## src/rtl/sap_u_control_unit_if.sv

```systemverilog
// Control bus between the SAP-U sequencer and its datapath.
// master: the sequencer (samples run/bus_in and drives the strobes).
// slave: the datapath side (drives run/bus_in and samples the strobes).
interface sap_u_control_unit_if #(
  parameter int DATA_WIDTH = 8
);
  logic                  run;
  logic [DATA_WIDTH-1:0] bus_in;

  logic                  pc_bus_enable;
  logic [DATA_WIDTH-1:0] pc_bus_data;
  logic                  ir_operand_enable;
  logic [DATA_WIDTH-1:0] ir_operand_data;
  logic                  ram_load_mar_reg;
  logic                  ram_output_enable;
  logic                  ram_write_enable;
  logic                  reg_a_load;
  logic                  reg_a_enable;
  logic                  reg_b_load;
  logic                  alu_enable;
  logic                  alu_subtract;
  logic                  out_load;
  logic [3:0]            opcode;
  logic [2:0]            t_state;
  logic                  halted;

  modport master (
    input  run, bus_in,
    output pc_bus_enable, pc_bus_data, ir_operand_enable, ir_operand_data,
           ram_load_mar_reg, ram_output_enable, ram_write_enable,
           reg_a_load, reg_a_enable, reg_b_load, alu_enable, alu_subtract,
           out_load, opcode, t_state, halted
  );

  modport slave (
    output run, bus_in,
    input  pc_bus_enable, pc_bus_data, ir_operand_enable, ir_operand_data,
           ram_load_mar_reg, ram_output_enable, ram_write_enable,
           reg_a_load, reg_a_enable, reg_b_load, alu_enable, alu_subtract,
           out_load, opcode, t_state, halted
  );
endinterface

```

## src/rtl/sap_u_control_unit.sv

```systemverilog
// SAP-U microcoded sequencer: PC, IR and T-state counter.
// Fetch in T0-T1, opcode-specific execute in T2-T4, early return to T0,
// and a sticky HALT that only reset clears.
module sap_u_control_unit #(
  parameter int PC_WIDTH   = 4,
  parameter int DATA_WIDTH = 8
) (
  input  logic                 clk,
  input  logic                 reset,
  sap_u_control_unit_if.master bus
);

  typedef enum logic [2:0] {
    T0 = 3'd0,
    T1 = 3'd1,
    T2 = 3'd2,
    T3 = 3'd3,
    T4 = 3'd4
  } tstate_t;

  typedef enum logic [3:0] {
    OP_NOP = 4'h0,
    OP_LDA = 4'h1,
    OP_ADD = 4'h2,
    OP_SUB = 4'h3,
    OP_STA = 4'h4,
    OP_LDI = 4'h5,
    OP_JMP = 4'h6,
    OP_OUT = 4'hE,
    OP_HLT = 4'hF
  } op_t;

  tstate_t               state, state_next;
  logic [PC_WIDTH-1:0]   pc, pc_next;
  logic [DATA_WIDTH-1:0] ir, ir_next;
  logic                  halted_q, halted_next;
  op_t                   op;
  logic                  strobe_en;

  assign op        = op_t'(ir[7:4]);
  assign strobe_en = bus.run && reset && !halted_q;

  // State register: synchronous active-low reset, otherwise take next values.
  always_ff @(posedge clk) begin
    if (!reset) begin
      state    <= T0;
      pc       <= '0;
      ir       <= '0;
      halted_q <= 1'b0;
    end else begin
      state    <= state_next;
      pc       <= pc_next;
      ir       <= ir_next;
      halted_q <= halted_next;
    end
  end

  // Next-state logic: everything holds unless running and not halted.
  always_comb begin
    state_next  = state;
    pc_next     = pc;
    ir_next     = ir;
    halted_next = halted_q;
    if (bus.run && !halted_q) begin
      unique case (state)
        T0: state_next = T1;
        T1: begin
          ir_next    = bus.bus_in;
          pc_next    = pc + PC_WIDTH'(1);
          state_next = T2;
        end
        T2: begin
          state_next = T0;
          case (op)
            OP_LDA, OP_ADD, OP_SUB, OP_STA: state_next = T3;
            OP_JMP: pc_next = bus.bus_in[PC_WIDTH-1:0];
            OP_HLT: halted_next = 1'b1;
            default: ;
          endcase
        end
        T3: state_next = (op == OP_ADD || op == OP_SUB) ? T4 : T0;
        T4: state_next = T0;
        default: state_next = T0;
      endcase
    end
  end

  // Output decode: strobes from (T-state, opcode), all gated by strobe_en.
  always_comb begin
    bus.pc_bus_enable     = 1'b0;
    bus.ir_operand_enable = 1'b0;
    bus.ram_load_mar_reg  = 1'b0;
    bus.ram_output_enable = 1'b0;
    bus.ram_write_enable  = 1'b0;
    bus.reg_a_load        = 1'b0;
    bus.reg_a_enable      = 1'b0;
    bus.reg_b_load        = 1'b0;
    bus.alu_enable        = 1'b0;
    bus.alu_subtract      = 1'b0;
    bus.out_load          = 1'b0;
    if (strobe_en) begin
      unique case (state)
        T0: begin
          bus.pc_bus_enable    = 1'b1;
          bus.ram_load_mar_reg = 1'b1;
        end
        T1: bus.ram_output_enable = 1'b1;
        T2: begin
          case (op)
            OP_LDA, OP_ADD, OP_SUB, OP_STA: begin
              bus.ir_operand_enable = 1'b1;
              bus.ram_load_mar_reg  = 1'b1;
            end
            OP_LDI: begin
              bus.ir_operand_enable = 1'b1;
              bus.reg_a_load        = 1'b1;
            end
            OP_JMP: bus.ir_operand_enable = 1'b1;
            OP_OUT: begin
              bus.reg_a_enable = 1'b1;
              bus.out_load     = 1'b1;
            end
            default: ;
          endcase
        end
        T3: begin
          case (op)
            OP_LDA: begin
              bus.ram_output_enable = 1'b1;
              bus.reg_a_load        = 1'b1;
            end
            OP_ADD, OP_SUB: begin
              bus.ram_output_enable = 1'b1;
              bus.reg_b_load        = 1'b1;
            end
            OP_STA: begin
              bus.reg_a_enable     = 1'b1;
              bus.ram_write_enable = 1'b1;
            end
            default: ;
          endcase
        end
        T4: begin
          if (op == OP_ADD || op == OP_SUB) begin
            bus.alu_enable   = 1'b1;
            bus.reg_a_load   = 1'b1;
            bus.alu_subtract = (op == OP_SUB);
          end
        end
        default: ;
      endcase
    end
  end

  assign bus.pc_bus_data     = DATA_WIDTH'(pc);
  assign bus.ir_operand_data = DATA_WIDTH'(ir[PC_WIDTH-1:0]);
  assign bus.opcode          = ir[7:4];
  assign bus.t_state         = state;
  assign bus.halted          = halted_q;

endmodule

```

## src/flat_wrapper.sv

```systemverilog
// flat-port wrapper written by rule: the top's interface ports become plain ports
module sap_u_control_unit_flat 
#(
  parameter int PC_WIDTH   = 4,
  parameter int DATA_WIDTH = 8
)
  (clk, reset, bus_run, bus_bus_in, bus_pc_bus_enable, bus_pc_bus_data, bus_ir_operand_enable, bus_ir_operand_data, bus_ram_load_mar_reg, bus_ram_output_enable, bus_ram_write_enable, bus_reg_a_load, bus_reg_a_enable, bus_reg_b_load, bus_alu_enable, bus_alu_subtract, bus_out_load, bus_opcode, bus_t_state, bus_halted);
  sap_u_control_unit_if #(.DATA_WIDTH(DATA_WIDTH)) bus_i ();
  input  logic clk;
  input  logic reset;
  input wire logic [$bits(bus_i.run)-1:0] bus_run;
  input wire logic [$bits(bus_i.bus_in)-1:0] bus_bus_in;
  output wire logic [$bits(bus_i.pc_bus_enable)-1:0] bus_pc_bus_enable;
  output wire logic [$bits(bus_i.pc_bus_data)-1:0] bus_pc_bus_data;
  output wire logic [$bits(bus_i.ir_operand_enable)-1:0] bus_ir_operand_enable;
  output wire logic [$bits(bus_i.ir_operand_data)-1:0] bus_ir_operand_data;
  output wire logic [$bits(bus_i.ram_load_mar_reg)-1:0] bus_ram_load_mar_reg;
  output wire logic [$bits(bus_i.ram_output_enable)-1:0] bus_ram_output_enable;
  output wire logic [$bits(bus_i.ram_write_enable)-1:0] bus_ram_write_enable;
  output wire logic [$bits(bus_i.reg_a_load)-1:0] bus_reg_a_load;
  output wire logic [$bits(bus_i.reg_a_enable)-1:0] bus_reg_a_enable;
  output wire logic [$bits(bus_i.reg_b_load)-1:0] bus_reg_b_load;
  output wire logic [$bits(bus_i.alu_enable)-1:0] bus_alu_enable;
  output wire logic [$bits(bus_i.alu_subtract)-1:0] bus_alu_subtract;
  output wire logic [$bits(bus_i.out_load)-1:0] bus_out_load;
  output wire logic [$bits(bus_i.opcode)-1:0] bus_opcode;
  output wire logic [$bits(bus_i.t_state)-1:0] bus_t_state;
  output wire logic [$bits(bus_i.halted)-1:0] bus_halted;
  assign bus_i.run = bus_run;
  assign bus_i.bus_in = bus_bus_in;
  assign bus_pc_bus_enable = bus_i.pc_bus_enable;
  assign bus_pc_bus_data = bus_i.pc_bus_data;
  assign bus_ir_operand_enable = bus_i.ir_operand_enable;
  assign bus_ir_operand_data = bus_i.ir_operand_data;
  assign bus_ram_load_mar_reg = bus_i.ram_load_mar_reg;
  assign bus_ram_output_enable = bus_i.ram_output_enable;
  assign bus_ram_write_enable = bus_i.ram_write_enable;
  assign bus_reg_a_load = bus_i.reg_a_load;
  assign bus_reg_a_enable = bus_i.reg_a_enable;
  assign bus_reg_b_load = bus_i.reg_b_load;
  assign bus_alu_enable = bus_i.alu_enable;
  assign bus_alu_subtract = bus_i.alu_subtract;
  assign bus_out_load = bus_i.out_load;
  assign bus_opcode = bus_i.opcode;
  assign bus_t_state = bus_i.t_state;
  assign bus_halted = bus_i.halted;
  sap_u_control_unit #(.PC_WIDTH(PC_WIDTH), .DATA_WIDTH(DATA_WIDTH)) u_core (.clk(clk), .reset(reset), .bus(bus_i));
endmodule
```

## config.mk

```make
export PLATFORM = sky130hd
export DESIGN_NAME = sap_u_control_unit_flat
export DESIGN_NICKNAME = d
export VERILOG_FILES = /design/src/rtl/sap_u_control_unit_if.sv /design/src/rtl/sap_u_control_unit.sv /design/src/flat_wrapper.sv
export SDC_FILE = /design/constraint.sdc
export NUM_CORES = 1
export LEC_CHECK = 0
export ABC_AREA = 0
export BUFFER_PORTS_ARGS = -buffer_cell sky130_fd_sc_hd__buf_4
export CORE_UTILIZATION = 50
export CTS_CLUSTER_SIZE = 16
export DETAILED_ROUTE_END_ITERATION = 10
export PLACE_DENSITY = 0.81
export SLEW_MARGIN = 20
export SYNTH_ARGS = -nofsm -noshare
export SYNTH_HDL_FRONTEND = slang
export SYNTH_SLANG_ARGS = --single-unit
```

## constraint.sdc

```tcl
create_clock -name clk -period 3.15 [get_ports clk]
set_input_delay 0.1575 -clock clk [delete_from_list [all_inputs] [get_ports clk]]
set_output_delay 0.1575 -clock clk [all_outputs]
set_load 0.01 [all_outputs]
```

# == Word level (Yosys, flattened, before mapping) ==
# Cells that the tools add are included.
# word_totals
in_bits,11
ff_bits,16
# op_classes
n_eq_ne,13
n_addsub,1
reduce_logical,14
n_mux,37
# op_table
operator,count
2-to-1 mux 1 bit,28
== test 4 x 3 -> 1 bit (second input constant),3
case mux 3 bit (4 select lines),1
== test 4 x 2 -> 1 bit (second input constant),2
== test 4 bit (second input constant),2
case mux 4 bit (2 select lines),1
== test 3 x 2 -> 1 bit (second input constant),2
case mux 1 bit (2 select lines),3
AND reduction 3 bit,2
OR reduction 6 bit,1
adder 4 x 1 -> 4 bit (second input constant),1
== test 4 x 1 -> 1 bit (second input constant),1
2-to-1 mux 4 bit,1
OR reduction 4 bit,1
== test 3 x 1 -> 1 bit (second input constant),1
== test 3 bit (second input constant),1
logical AND 1 bit,3
logical NOT 3 bit,1
2-to-1 mux 3 bit,1
case mux 1 bit (3 select lines),1
OR reduction 3 bit,1
2-to-1 mux 2 bit,1
!= test 2 bit (second input constant),1
AND reduction 2 bit,1
4 further kinds,4

# == Longest topological paths before layout ==
# Gate-level depths: netlist of the first run.
# depth
depth_word,5
depth_mapped,6
mapped_depth_nobuf,4

# == Least setup slack after synthesis of the first run ==
# Ideal clock, no wire load.
# synth_path
path_type,register -> output
start,"register u_core.state[1], in the netlist u_core.bus.t_state[1]"
end,output bus_reg_a_enable
path_slack_ns,1.531
required_ns,2.992
arrival_time_ns,1.462
path_stages_with_launch,7
path_cell_list,dfxtp_1 -> buf_4 -> nor3b_2 -> buf_4 -> nand4_2 -> mux2_2 -> nor3b_2
# synth_between
elab_chain_cells,3
# synth_rtl
item,line_no,text
start: declaration,sap_u_control_unit.sv:33,"tstate_t state, state_next;"
start signal: assignment,sap_u_control_unit.sv:51,state <= state_next;
== test 3 x 2 -> 1 bit,sap_u_control_unit.sv:102,unique case (state)
case mux 1 bit (2 select lines) *,sap_u_control_unit.sv:102,
2-to-1 mux 1 bit *,sap_u_control_unit.sv:101,if (strobe_en) begin
end: declaration,flat_wrapper.sv:21,output wire logic [$bits(bus_i.reg_a_enable)-1:0] bus_reg_a_enable;
# Mark *: on every way between the ends. The rest lies on a longest branch, timed or not.

# == Worst setup path after layout of the first run ==
# Ends and elaborated chain as after synthesis.

==> flow_metrics.env, run 1 <==
export IMPL_status="complete, no violations"
export IMPL_grt_first_pass_wirelength_mm=3.72
export IMPL_holdBufCountCts=0
export IMPL_syn_inst=134
export IMPL_io_buffers=37
export IMPL_nFillCells=177
export IMPL_multi_input_area_um2=623
export IMPL_cp_required_ps=2990
export IMPL_hold_viol_final=0
export IMPL_cpMaxStageDelayCell="nor3b_2"
export IMPL_drv_cap=0
export IMPL_rows=16
export IMPL_yosys_area_top_type="dfxtp_1"
export IMPL_fin_nets=178
export IMPL_utilization=0.666
export IMPL_clock_sinks=16
export IMPL_grt_use_total=0.232
export IMPL_numCtsBuffers=3
export IMPL_critPathKind="reg2out"
export IMPL_p_sw_mw=0.135
export IMPL_cts_htree_levels=1
export IMPL_drc=0
export IMPL_antenna_cells=0
export IMPL_yosysMostFrequentCell="nand2_1"
export IMPL_seq_area_frac_synth=0.309
export IMPL_critPathLaunchType="register"
export IMPL_ir_drop_uv=288
export IMPL_r2r_start="u_core.bus.t_state[0]"
export IMPL_clkLatencyLatePin_ps=290
export IMPL_wl_per_cell_um=13.2
export IMPL_synth_area_um2=1040
export IMPL_ys_types=43
export IMPL_p_leak_nw=0.542
export IMPL_firstDrtPassIters=4
export IMPL_cts_root_buffer="clkbuf_4"
export IMPL_drive_gt1_frac=0.297
export IMPL_wl_met2_mm=1.21
export IMPL_synth_top_cell_area_share=0.309
export IMPL_start_util=0.529
export IMPL_antenna_found_initial=0
export IMPL_grt_ovfl_total=0
export IMPL_swShare=0.296
export IMPL_min_path_cells=3
export IMPL_r2r_end="u_core.pc[1]"
export IMPL_ctsResizeCount=0
export IMPL_regArea_um2=320
export IMPL_endpoint_kind="output pin"
export IMPL_via_per_inst=5.62
export IMPL_skew_ps=1.81
export IMPL_setup_violations=0
export IMPL_dr_wl_met3_um=104
export IMPL_rsz0062_at_grt="no"
export IMPL_wl_mm=2.54
export IMPL_yosys_top_cells_count="nand2_1 (17), dfxtp_1 (16), a21oi_1 (13), nand3_1 (13), buf_4 (10)"
export IMPL_hpwl_mm=1.81
export IMPL_synth_seq_cells=16
export IMPL_dieArea_um2=2260
export IMPL_dr_max_layer_used="met4"
export IMPL_critPathMostFrequentCell="nor3b_2"
export IMPL_cts_tree="yes"
export IMPL_grt_start_max_net_pins=16
export IMPL_internal_power_mw=0.321
export IMPL_crit_chain="nor3b_2, nand4_2, mux2_2, nor3b_2, buf_4"
export IMPL_die_height_um=47.5
export IMPL_drt_initial_drc_count=17
export IMPL_grt_pass1_vias=845
export IMPL_tightestPinTransition_ps=683
export IMPL_p_clk_frac=0.307
export IMPL_ys_flop_type="dfxtp_1"
export IMPL_ys_warn_count=0
export IMPL_r2r_setup_slack_ps=1090
export IMPL_worstHoldEndpoint="u_core.ir[4]"
export IMPL_min_period_ps=2360
export IMPL_power_density_nw_per_um2=349
export IMPL_drv_slew=0
export IMPL_timing_final_crit_share=0.748
export IMPL_path_clk_slew_ps=100
export IMPL_ys_top_cells_by_area="dfxtp_1 (31%), buf_4 (7.2%), a21oi_1 (6.3%)"
export IMPL_syn_area_per_cell_um2=7.74
export IMPL_fmax_mhz=425
export IMPL_place_gp_congestion=0.852
export IMPL_crit_path_max_fanout=11
export IMPL_reg2regPathDepth=4
export IMPL_coreArea_um2=1960
export IMPL_combPwrFrac=0.195
export IMPL_m1WireLength_mm=1.20
export IMPL_ioPinCount=46
export IMPL_dr_total_vias=1079
export IMPL_slew_headroom=0.543
export IMPL_clock_path_buffers=2
export IMPL_seqPwrFrac=0.498
export IMPL_area_growth_pct=25.9
export IMPL_async_reset_ff_frac=0
export IMPL_post_cts_buffers=0
export IMPL_ant_nets=0
export IMPL_worstHoldStart="bus_bus_in[4]"
export IMPL_arrival_ps=2200
export IMPL_cp_slowest_stage_delay_ps=620
export IMPL_fp_dieW_um=47.5
export IMPL_hp_class="in2reg"
export IMPL_synth_edf_count=0
export IMPL_fin_setup_tns_ps=0
==> flip-flops by register name, summed over array words and instances, names as in the netlist <==
name	flops
u_core.ir	8
u_core.bus.halted	1
u_core.pc	4
u_core.bus.t_state	3
==> cell families after synthesis <==
| group | synth area share |
|---|---|
| multiplexers | 0.0109 |
| adder cells (fa/ha/maj) | 0.0121 |
| buffers and inverters | 0.116 |
| flip-flops | 0.309 |
| AO/OA/AOI/OAI | 0.191 |
| AND/OR/NAND/NOR | 0.350 |
| XOR/XNOR | 0.00845 |
| other | 0.00362 |
==> worst max path at each step <==
stage,depth (start not counted),end,startpoint
global placement,5,bus_reg_a_enable,u_core.bus.t_state[1]
finish,5,bus_reg_a_enable,u_core.bus.t_state[1]
detailed placement,4,u_core.pc[1],u_core.bus.t_state[0]
CTS,5,bus_reg_a_enable,u_core.bus.t_state[1]
global route,5,bus_reg_a_enable,u_core.bus.t_state[1]
floorplan,6,bus_reg_a_enable,u_core.bus.t_state[1]
==> power groups by stage <==
stage	clock network, mW	logic, mW	registers, mW
after floorplan	0	0.0664	0.226
after global placement	0	0.0866	0.230
after detailed placement	0	0.0882	0.232
after CTS	0.139	0.0886	0.227
after global routing	0.150	0.0988	0.229
final	0.140	0.0890	0.227
==> metal layers <==
metal / track usage / vias up
met3: 0.0491 / 7
met1: 0.300 / 515
li1: - / 526
met5: 0 / -
met2: 0.384 / 31
met4: 0.0778 / 0
==> layout by cell type, fill, tap and decap left out, types with 4 or more instances in the layout <==
cell	n
dfxtp_1	16
a21oi_1	13
buf_4	38
nand2_1	17
nor2_1	4
nand3_1	13
o21ai_0	5
conb_1	8
==> critical path, delay by kind of cell, from the launching register on <==
kind	cells	cell delay, ps
AND/OR/NAND/NOR	3	960
flip-flops	1	510
multiplexers	1	310
buffers and inverters	1	140
==> layout make-up <==
type,instances,area share
multi-input cells,105,0.477
repair buffers,38,0.218
clock buffers,4,0.0278
flip-flops and latches,16,0.245
inverters,2,0.00575
well taps,27,0.0259
==> per-stage QoR <==
| stage | setup slack, ps | hold slack (ps) | cell area [µm²] | total power, mW | instances |
|---|---|---|---|---|---|
| floorplan | 1530 | 305 | 1060 | 0.292 | 141 |
| global placement | 1210 | 425 | 1270 | 0.317 | 188 |
| detailed placement | 1110 | 430 | 1270 | 0.320 | 188 |
| CTS | 803 | 122 | 1310 | 0.455 | 192 |
| global route | 626 | 127 | 1310 | 0.478 | 192 |
| finish | 795 | 121 | 1310 | 0.456 | 192 |
Power figures use the tool's default switching activity.
==> inputs of run 2 (changes only) <==
Settings changed: ABC_AREA 0 to 1, CORE_UTILIZATION 50 to 41, PLACE_DENSITY 0.81 to 0.71.
Clock period 3.15 ns to 2.1 ns, I/O delays scaled along.
==> run 2 against run 1 <==
  * Non-clock buffer count shrank 1
  * Utilization shrank 9.6 points
  * Sequential share of layout area grew 0.43 points
  * Clock skew shrank 1.2 ps
  * Routed wire length shrank 8.3%
  * Flip-flop and latch count is the same
  * Cell count grew 17%
  * Count of clock-buffer cells in the layout is the same
  * Critical path depth is the same
  * Critical path type unchanged
==> flow_metrics.env, run 2 <==
export IMPL_synth_seq_cells=16
export IMPL_crit_path_max_fanout=9
export IMPL_drv_slew=0
export IMPL_multi_input_area_um2=532
export IMPL_ant_nets=0
export IMPL_drc=0
export IMPL_via_per_inst=4.75
export IMPL_cpMaxStageDelayCell="dfxtp_1"
export IMPL_regArea_um2=320
export IMPL_io_buffers=37
export IMPL_firstDrtPassIters=4
export IMPL_async_reset_ff_frac=0
export IMPL_rsz0062_at_grt="no"
export IMPL_wl_per_cell_um=10.4
export IMPL_synth_edf_count=0
export IMPL_antenna_found_initial=0
export IMPL_syn_inst=159
export IMPL_drv_cap=0
export IMPL_synth_top_cell_area_share=0.322
export IMPL_fin_setup_tns_ps=0
export IMPL_cp_required_ps=2000
export IMPL_area_growth_pct=29.1
export IMPL_cp_slowest_stage_delay_ps=530
export IMPL_ctsResizeCount=0
export IMPL_clock_path_buffers=2
export IMPL_dr_total_vias=1065
export IMPL_layout_commonest_cell="buf_4"
export IMPL_ir_drop_uv=353
export IMPL_yosysMostFrequentCell="nand2_1"
export IMPL_drive_gt1_frac=0.260
export IMPL_largest_register_ffs=8
export IMPL_cts_htree_levels=1
export IMPL_clkLatencyLatePin_ps=280
export IMPL_min_period_ps=1710
export IMPL_arrival_ps=1610
export IMPL_grt_first_pass_wirelength_mm=4.00
export IMPL_p_leak_nw=0.692
export IMPL_ys_types=23
export IMPL_endpoint_kind="output pin"
export IMPL_place_gp_congestion=0.850
export IMPL_fin_nets=209
export IMPL_cts_tree="yes"
export IMPL_yosys_area_top_type="dfxtp_1"
export IMPL_cts_root_buffer="clkbuf_4"
export IMPL_die_height_um=51.3
export IMPL_coreArea_um2=2250
export IMPL_syn_area_per_cell_um2=6.26
export IMPL_drt_initial_drc_count=33
export IMPL_rows=17
export IMPL_post_cts_buffers=0
export IMPL_antenna_cells=0
export IMPL_synth_area_um2=995
export IMPL_timing_final_crit_share=0.816
export IMPL_seq_area_frac_synth=0.322
export IMPL_regMostFlops="u_core.ir"
export IMPL_critPathKind="reg2out"
export IMPL_ioPinCount=46
export IMPL_hp_class="in2reg"
export IMPL_critPathLaunchType="register"
export IMPL_ys_flop_type="dfxtp_1"
export IMPL_setup_violations=0
export IMPL_ys_top_cells_by_area="dfxtp_1 (32%), nand2_1 (13%), nor2_1 (12%)"
export IMPL_grt_pass1_vias=960
export IMPL_skew_ps=0.635
export IMPL_grt_ovfl_total=0
export IMPL_status="complete, no violations"
export IMPL_crit_chain="nand2_2, nor2_1, nand3_1, o22ai_1, buf_4"
export IMPL_fmax_mhz=584
export IMPL_clock_sinks=16
export IMPL_path_clk_slew_ps=100
export IMPL_start_util=0.441
export IMPL_hpwl_mm=1.82
export IMPL_nFillCells=226
export IMPL_dpl_cell_count=220
export IMPL_grt_start_max_net_pins=17
export IMPL_fin_cells=224
export IMPL_power_density_nw_per_um2=560
export IMPL_final_cell_mix="buf_4 (37), nand2_1 (34), nor2_1 (31)"
export IMPL_numCtsBuffers=3
export IMPL_ys_warn_count=0
export IMPL_wl_mm=2.33
export IMPL_worst_path_buf_inv=1
export IMPL_fp_dieW_um=51.3
export IMPL_critPathTopFamily="flip-flops"
export IMPL_hold_viol_final=0
export IMPL_grt_use_total=0.197
export IMPL_holdBufCountCts=0
export IMPL_yosys_top_cells_count="nand2_1 (34), nor2_1 (31), inv_1 (19), dfxtp_1 (16), nand3_1 (12)"
export IMPL_dieArea_um2=2630
-- run 2: metrics by stage --
stage                     setup slack (ps)  power [mW]  hold slack, ps  utilization  cell area [µm²]
final                                  387       0.719            36.4        0.569             1280
after floorplan                        895       0.463             216            -             1020
after global placement                 749       0.517             344        0.553             1250
after CTS                              395       0.722            34.7        0.569             1280
after detailed placement               724       0.518             335        0.553             1250
after global routing                   260       0.765            73.4        0.569             1280
-- run 2: per-layer routing --
layer	track usage	vias up	share of wire
li1	-	556	-
met1	0.268	473	0.49
met2	0.311	34	0.46
met3	0.0387	2	0.049
met4	0.0631	0	0.0051
met5	0	-	0
-- run 2: layout make-up --
cell class	count	area share
multi-input cells	117	0.414
repair buffers	37	0.216
well taps	28	0.0273
inverters	22	0.0643
clock buffers	4	0.0283
flip-flops and latches	16	0.250
-- run 2: final timing paths --
check,from,to,slack [ps],cells past startpoint
setup / recovery,u_core.bus.t_state[1],bus_reg_a_enable,390,5
hold / removal,bus_bus_in[6],u_core.ir[6],40,3
hold reg to reg,u_core.bus.halted,u_core.bus.halted,500,2
setup reg to reg,u_core.bus.t_state[1],u_core.pc[2],740,8
-- run 2: logic make-up (layout without fill, tap and decap cells) --
| kind of cell | count (synthesis) | in the layout | share of synthesized area |
|---|---|---|---|
| other | 1 | 8 | 0.00377 |
| AND/OR/NAND/NOR | 88 | 88 | 0.380 |
| buffers and inverters | 33 | 63 | 0.170 |
| XOR/XNOR | 1 | 1 | 0.00881 |
| flip-flops | 16 | 16 | 0.322 |
| AO/OA/AOI/OAI | 19 | 19 | 0.103 |
| adder cells (fa/ha/maj) | 1 | 1 | 0.0126 |
-- run 2: where the power goes --
group	internal, mW	switching [mW]
Combinational	0.0710	0.0958
Sequential	0.322	0.0229
Clock	0.106	0.101
Total	0.499	0.220
-- run 2: worst reg2reg max path: stages, from the launching register on --
cell,delay (ps)
dfxtp_1,530
inv_2,80
nand3_2,110
nor2_4,60
inv_2,210
nand2_2,120
inv_2,80
nor2_1,40
nor2_1,90
==> inputs of run 3 (changes only) <==
Settings changed: ABC_AREA 1 to 0, CORE_UTILIZATION 41 to 42, PLACE_DENSITY 0.71 to 0.72.
Clock period 2.1 ns to 1.5 ns, I/O delays scaled along.
==> run 3 against run 2 <==
  * The run now ends with negative setup slack left
  * Critical path depth unchanged
  * Worst setup slack worse by 670 ps
  * Global-route usage up 7.4 points
  * Clock power up 43%
  * Cell count up 0.45%
  * Non-clock buffer count up 33
  * Total power up 48%
  * Clock skew up 2.5 ps
  * Hold slack worse by 13 ps
  * Critical endpoint unchanged
==> flow_metrics.env, run 3 (synthesis results as in run 1) <==
export IMPL_place_area_um2=1390
export IMPL_fin_nets=210
export IMPL_grt_ovfl_total=0
export IMPL_clock_sinks=16
export IMPL_grt_first_pass_wirelength_mm=5.38
export IMPL_final_cell_mix="buf_4 (60), nand2_1 (15), nand3_1 (13)"
export IMPL_layout_commonest_cell="buf_4"
export IMPL_dr_total_vias=1269
export IMPL_coreArea_um2=2280
export IMPL_drt_initial_drc_count=58
export IMPL_grt_pass1_vias=1159
export IMPL_utilization=0.763
export IMPL_dieArea_um2=2670
export IMPL_grt_use_total=0.271
export IMPL_drc=0
export IMPL_power_density_nw_per_um2=613
export IMPL_clock_path_buffers=2
export IMPL_regMostFlops="u_core.ir"
export IMPL_drive_gt1_frac=0.548
export IMPL_min_period_ps=1780
export IMPL_rows=17
export IMPL_ant_nets=0
export IMPL_cp_required_ps=1420
export IMPL_die_height_um=51.7
export IMPL_endpoint_kind="output pin"
export IMPL_setup_violations=12
export IMPL_grt_start_max_net_pins=14
export IMPL_antenna_found_initial=0
export IMPL_antenna_cells=0
export IMPL_holdBufCountCts=0
export IMPL_place_gp_congestion=0.905
export IMPL_fin_cells=225
export IMPL_r2r_end="u_core.pc[1]"
export IMPL_critPathCapture="bus_reg_a_enable"
export IMPL_hold_viol_final=0
export IMPL_cts_tree="yes"
export IMPL_dp_slack_ps=-42.7
export IMPL_status="finished with violations"
export IMPL_cts_root_buffer="clkbuf_4"
export IMPL_clkLatencyLatePin_ps=300
export IMPL_ir_drop_uv=693
export IMPL_drv_slew=0
export IMPL_path_clk_slew_ps=100
export IMPL_start_util=0.456
export IMPL_r2r_start="u_core.bus.t_state[1]"
export IMPL_r2r_setup_slack_ps=-10
export IMPL_drv_cap=0
export IMPL_p_leak_nw=0.745
export IMPL_wl_mm=3.55
export IMPL_arrival_ps=1710
export IMPL_via_per_inst=5.64
export IMPL_ioPinCount=46
export IMPL_hold_ws_ps=23.2
export IMPL_io_buffers=37
export IMPL_fp_dieW_um=51.7
export IMPL_area_growth_pct=67.4
export IMPL_critPathLaunch="u_core.bus.t_state[1]"
export IMPL_largest_register_ffs=8
export IMPL_numCtsBuffers=3
export IMPL_critPathKind="reg2out"
export IMPL_hpwl_mm=2.11
export IMPL_fmax_mhz=561
export IMPL_failed_checks="negative setup slack"
export IMPL_regArea_um2=340
export IMPL_nFillCells=171
export IMPL_reg2regPathDepth=6
export IMPL_timing_final_crit_share=1.19
export IMPL_rsz0062_at_grt="yes"
export IMPL_hp_class="in2reg"
export IMPL_multi_input_area_um2=754
export IMPL_fin_ws_ps=-282
export IMPL_cts_htree_levels=1
export IMPL_crit_path_max_fanout=5
export IMPL_skew_ps=3.10
export IMPL_wl_per_cell_um=15.8
export IMPL_dpl_cell_count=204
export IMPL_fin_area_um2=1740
export IMPL_firstDrtPassIters=4
export IMPL_critPathLaunchType="register"
run 3: repair_timing:
action / 4_1_cts / 5_1_grt
gates resized for setup: 31 / 18
pin swaps: 6 / 10
setup endpoints to repair: 12 / 23
setup buffers: 12 / 5
cloned: 0 / 0
run 3: cell type report:
cell class	instances	area share
inverter	2	0.00432
timing repair buffer	70	0.324
clock buffer	4	0.0209
sequential	16	0.196
multi-input combinational	105	0.434
tap	28	0.0202
run 3: worst max-delay path, cell delays in order (launching register included):
cell and delay (ps):
dfxtp_4 390, nor3b_4 230, nand4_2 160, mux2_4 300, nor3b_4 200, buf_6 130
run 3: report_power, final:
group	internal, mW	leakage [nW]	total, mW	switching (mW)
clock	0.148	0.0210	0.296	0.148
combinational	0.150	0.589	0.307	0.157
sequential	0.440	0.135	0.462	0.0221
total	0.738	0.745	1.07	0.327
run 3: routing by layer:
| metal | global-route usage | up-vias | share of wire |
|---|---|---|---|
| met5 | 0 | - | 0 |
| li1 | - | 596 | - |
| met1 | 0.309 | 615 | 0.41 |
| met2 | 0.485 | 52 | 0.52 |
| met4 | 0.108 | 0 | 0.014 |
| met3 | 0.0614 | 6 | 0.062 |
run 3: through the flow:
| step | power [mW] | TNS (ps) |
|---|---|---|
| floorplan | 0.616 | 0 |
| global placement | 0.696 | 0 |
| detailed placement | 0.701 | -42.7 |
| CTS | 1.02 | -1240 |
| global route | 1.11 | -2570 |
| finish | 1.07 | -1770 |
run 3: how the worst min path moves through the flow:
stage             startpoint      endpoint  depth (start not counted)
6_report       bus_bus_in[5]  u_core.ir[5]                          3
5_1_grt        bus_bus_in[7]  u_core.ir[7]                          3
4_1_cts        bus_bus_in[5]  u_core.ir[5]                          3
3_5_place_dp   bus_bus_in[5]  u_core.ir[5]                          3
3_3_place_gp   bus_bus_in[5]  u_core.ir[5]                          3
2_1_floorplan  bus_bus_in[5]  u_core.ir[5]                          2
